$ cat src/rtl/gmm_bus_arbiter.sv
// rtl/gmm_bus_arbiter.sv - round-robin shared-bus arbiter with bounded burst tenure
//
// Grants one of NREQ requesters the shared bus for up to BURST beats. Each
// tenure ends with one RELEASE cycle that pulses done. The round-robin search
// starts one index past the previous owner.
//
// Ports:
//   clk    - single clock, rising edge
//   rst    - asynchronous active-low reset
//   en     - arbitration enable; gates only new grants
//   req    - per-requester request, level-held
//   beat   - shared bus accepted one word for the current owner
//   grant  - registered one-hot grant, zero when no owner
//   owner  - index of the current or most recent owner
//   busy   - high while a tenure is active
//   done   - one-cycle pulse when a tenure ends
module gmm_bus_arbiter #(
    parameter int NREQ  = 4,
    parameter int BURST = 16,
    parameter int IDXW  = 2
) (
    input  logic            clk,
    input  logic            rst,
    input  logic            en,
    input  logic [NREQ-1:0] req,
    input  logic            beat,
    output logic [NREQ-1:0] grant,
    output logic [IDXW-1:0] owner,
    output logic            busy,
    output logic            done
);

    localparam int CW = (BURST > 1) ? $clog2(BURST) : 1;

    typedef enum logic [1:0] {
        IDLE    = 2'd0,
        GRANT   = 2'd1,
        RELEASE = 2'd2
    } state_t;

    state_t          state, state_d;
    logic [CW-1:0]   cnt, cnt_d;
    logic [IDXW-1:0] last, last_d;
    logic [IDXW-1:0] owner_d;
    logic [NREQ-1:0] grant_d;
    logic            busy_d, done_d;
    logic [IDXW-1:0] winner;
    logic [IDXW-1:0] cand;
    logic            found;
    logic            burst_end;

    // Round-robin search: first asserted request at last+1, last+2, ... wrapping.
    always_comb begin
        winner = '0;
        found  = 1'b0;
        cand   = '0;
        for (int i = 1; i <= NREQ; i++) begin
            cand = IDXW'((int'(last) + i) % NREQ);
            if (!found && req[cand]) begin
                found  = 1'b1;
                winner = cand;
            end
        end
    end

    always_comb begin
        state_d   = state;
        cnt_d     = cnt;
        owner_d   = owner;
        last_d    = last;
        grant_d   = '0;
        busy_d    = 1'b0;
        done_d    = 1'b0;
        burst_end = 1'b0;
        case (state)
            IDLE: begin
                if (en && found) begin
                    state_d = GRANT;
                    owner_d = winner;
                    cnt_d   = '0;
                    grant_d = NREQ'(1) << winner;
                    busy_d  = 1'b1;
                end
            end
            GRANT: begin
                burst_end = beat && (cnt == CW'(BURST - 1));
                // Saturate at BURST-1 so the counter never wraps on the final beat.
                if (beat && !burst_end) begin
                    cnt_d = cnt + CW'(1);
                end
                if (burst_end || !req[owner]) begin
                    state_d = RELEASE;
                    done_d  = 1'b1;
                end else begin
                    grant_d = grant;
                    busy_d  = 1'b1;
                end
            end
            RELEASE: begin
                state_d = IDLE;
                last_d  = owner;
            end
            default: begin
                state_d = IDLE;
            end
        endcase
    end

    always_ff @(posedge clk or negedge rst) begin
        if (!rst) begin
            state <= IDLE;
            cnt   <= '0;
            last  <= IDXW'(NREQ - 1);
            owner <= '0;
            grant <= '0;
            busy  <= 1'b0;
            done  <= 1'b0;
        end else begin
            state <= state_d;
            cnt   <= cnt_d;
            last  <= last_d;
            owner <= owner_d;
            grant <= grant_d;
            busy  <= busy_d;
            done  <= done_d;
        end
    end

endmodule

$ cat config.mk
export PLATFORM = sky130hd
export DESIGN_NAME = gmm_bus_arbiter
export DESIGN_NICKNAME = d
export VERILOG_FILES = /design/src/rtl/gmm_bus_arbiter.sv
export SDC_FILE = /design/constraint.sdc
export NUM_CORES = 1
export LEC_CHECK = 0
export CAP_MARGIN = 40
export CORE_ASPECT_RATIO = 1.25
export CORE_MARGIN = 3
export CORE_UTILIZATION = 25
export CTS_BUF_LIST = sky130_fd_sc_hd__clkbuf_8
export DETAILED_ROUTE_END_ITERATION = 16
export SYNTH_ARGS = -nofsm -noshare
export SYNTH_HDL_FRONTEND = slang
export SYNTH_SLANG_ARGS = --single-unit
$ cat constraint.sdc
create_clock -name clk -period 1.25 [get_ports clk]
set_input_delay 0.375 -clock clk [delete_from_list [all_inputs] [get_ports clk]]
set_output_delay 0.375 -clock clk [all_outputs]
set_load 0.05 [all_outputs]
==> flow_metrics.tcl <==
set metrics [dict create \
    status "finished with violations" \
    violations "negative setup slack" \
    start_kind "flip-flop" \
    fin_crit_ps 1410 \
    syn_area_per_cell_sq_um 11.4 \
    vias 714 \
    path_class "flip-flop to flip-flop" \
    grtUsageTotal 0.107 \
    clk_latency_ps 250 \
    grtUsageMet1 0.126 \
    syn_area_sq_um 801 \
    fmax_ghz 0.710 \
    cp.required_ps 1390 \
    io_buffer_count 15 \
    slew_violations 0 \
    drtPass1Iterations 4 \
    clock_path_buffers 2 \
    dp_hpwl_um 1450 \
    final_cell_mix "buf_4, dfrtp_1, buf_12, nor2_1, clkbuf_8" \
    hold_class "primary input to async pin" \
    crit_fanout 6 \
    route.detailed.drc 0 \
    busiest_layer "met2" \
    ys_ff_latch 16 \
    postSynth.asyncResetShare 1.00 \
    cp_data_arrival_time_ps 1540 \
    fp-row-count 22 \
    synthTopCellsByArea "dfrtp_1, dfstp_2, mux2_2, a22o_1, nand2b_1" \
    max_cap_violations 0 \
    r2r_slack_ps -160 \
    root_buffer "clkbuf_8" \
    layout-drive-gt1-share 0.571 \
    syn_inst 70 \
    dpl_cell_area_sq_um 1270 \
    drtIter0Drc 9 \
    grt_pass1_wl_um 3430 \
    cts_tree "done" \
    synth_cell_types 31 \
    wl_per_cell_um 13.2 \
    synth_flop_cell "dfrtp_1" \
    h-tree-depth 1 \
    final_area_sq_um 1390 \
    ir_drop_v 0.00163 \
    groute.layer.met2.usage 0.185 \
    fillers 270 \
    setup_viol 15 \
    synth.top_cell.area_share 0.438 \
    slew_headroom 0.726 \
    skew_ps 5.24 \
    rsz0062_at_grt "true" \
    die_w_um 56.6 \
    antenna_found_initial 0 \
    ys_seq_area_frac 0.503 \
    cts_sinks 16 \
    area_growth_syn_to_layout_pct 73.9 \
    die_y_um 69.3 \
    avgViaCountPerCell 4.82 \
    numCtsBuffers 3 \
    grt_max_degree 12 \
    timing.final.ws_setup_ps -158 \
    synth_fp_nets 79 \
    io_pins 16 \
    antenna_cells 0 \
    initial_core_util 0.267 \
    first_global_vias 782 \
    routed_wl_um 1960 \
    grtUsageMet3 0.0261 \
    hold_violations 0 \
    ant_nets 0 \
    synth_top_area_cell "dfrtp_1" \
    period_share 1.13 \
    gp_congestion 0.772 \
    yosysWarnings 0 \
    p_leak_uw 0.000629 \
    place_ws_ps -741 \
    tns_ps -1670 \
    layout_commonest_cell "buf_4" \
    synth_edf_count 0 \
    powerDensity_nw_per_um2 2460 \
    core_sq_um 3000 \
    fin_nets 122 \
    clk_pin_slew_worst_paths_ps 70 \
    overflow 0 \
    fp.dieArea_sq_um 3920 \
    worstMarginPinSlew_ps 410 \
    worstSetupEndpointType "flip-flop" \
    cts_hold_buf 0 \
]
## area by class of cell
type	count	area, sq um	area share
tap	36	45.0	0.0323
clock buffer	4	55.1	0.0395
timing repair buffer	39	414	0.297
inverter	3	11.3	0.00809
sequential	16	405	0.291
multi-input combinational	50	462	0.332
## path summary, 6_finish.rpt
kind,start,cells after the start,endpoint
worst max-delay path,owner[0]$_DFFE_PN0P_,3,busy$_DFF_PN0_
worst min-delay path,rst,1,done$_DFF_PN0_
worst max register to register,owner[0]$_DFFE_PN0P_,3,busy$_DFF_PN0_
worst min register to register,grant[2]$_DFFE_PN0P_,2,grant[2]$_DFFE_PN0P_
max in group asynchronous,rst,2,state[0]$_DFFE_PN0P_
min in group clk,grant[2]$_DFFE_PN0P_,2,grant[2]$_DFFE_PN0P_
## sequential cells by signal, summed over array words and instances, names as in the netlist
signal,flops
owner,2
done,1
grant,4
cnt,4
last,2
busy,1
state,2
## layer usage
| metal | up-vias | routed length, um |
|---|---|---|
| met4 | 0 | 22 |
| met5 | - | 0 |
| met1 | 352 | 831 |
| met2 | 18 | 1020 |
| met3 | 2 | 80 |
| li1 | 342 | - |
## timing repair
action,in CTS,in global routing
setup endpoints to repair,16,18
cloned,0,0
buffers inserted,2,2
pin swaps,7,5
gates resized for setup,21,4
## cell usage after synthesis (2+ instances only)
library cell	number
dfrtp_1	14
nand2b_1	4
and3_1	2
or2_1	3
a21oi_1	4
dfstp_2	2
inv_1	3
mux2_2	3
nor2_1	5
nand4_1	2
o21ai_1	4
nand2_1	3
a22o_1	3
## cell families after synthesis
logic type                 count (synthesis)  synth area share
and+or+nand+nor                           27             0.216
AOI/OAI and AO/OA                         17             0.156
DFF                                       16             0.503
buffers and inverters                      4            0.0281
muxes                                      4            0.0703
xor gates and xnor gates                   1            0.0109
adders and majority gates                  1            0.0156
## power by group
part | switching [uW] | internal (uW) | leakage, uW
clock network | 175 | 279 | 0.0000288
logic | 922 | 1110 | 0.000398
registers | 193 | 743 | 0.000202
total | 1290 | 2140 | 0.000629
## per-stage QoR
stage               utilization  total power [uW]  hold slack, ps  std cells
floorplan                     -              1870            79.4         70
global placement          0.423              2760             530        140
detailed placement        0.423              2810             535        140
CTS                       0.459              3390             292        146
global route              0.464              3630             288        148
finish                    0.464              3430             296        148
## worst max-delay path, stage by stage, from the launching register on
cell and delay [ps]:
dfrtp_2 370, mux4_2 520, and3_4 190, or2_1 220
(Power assumes the default switching activity.)
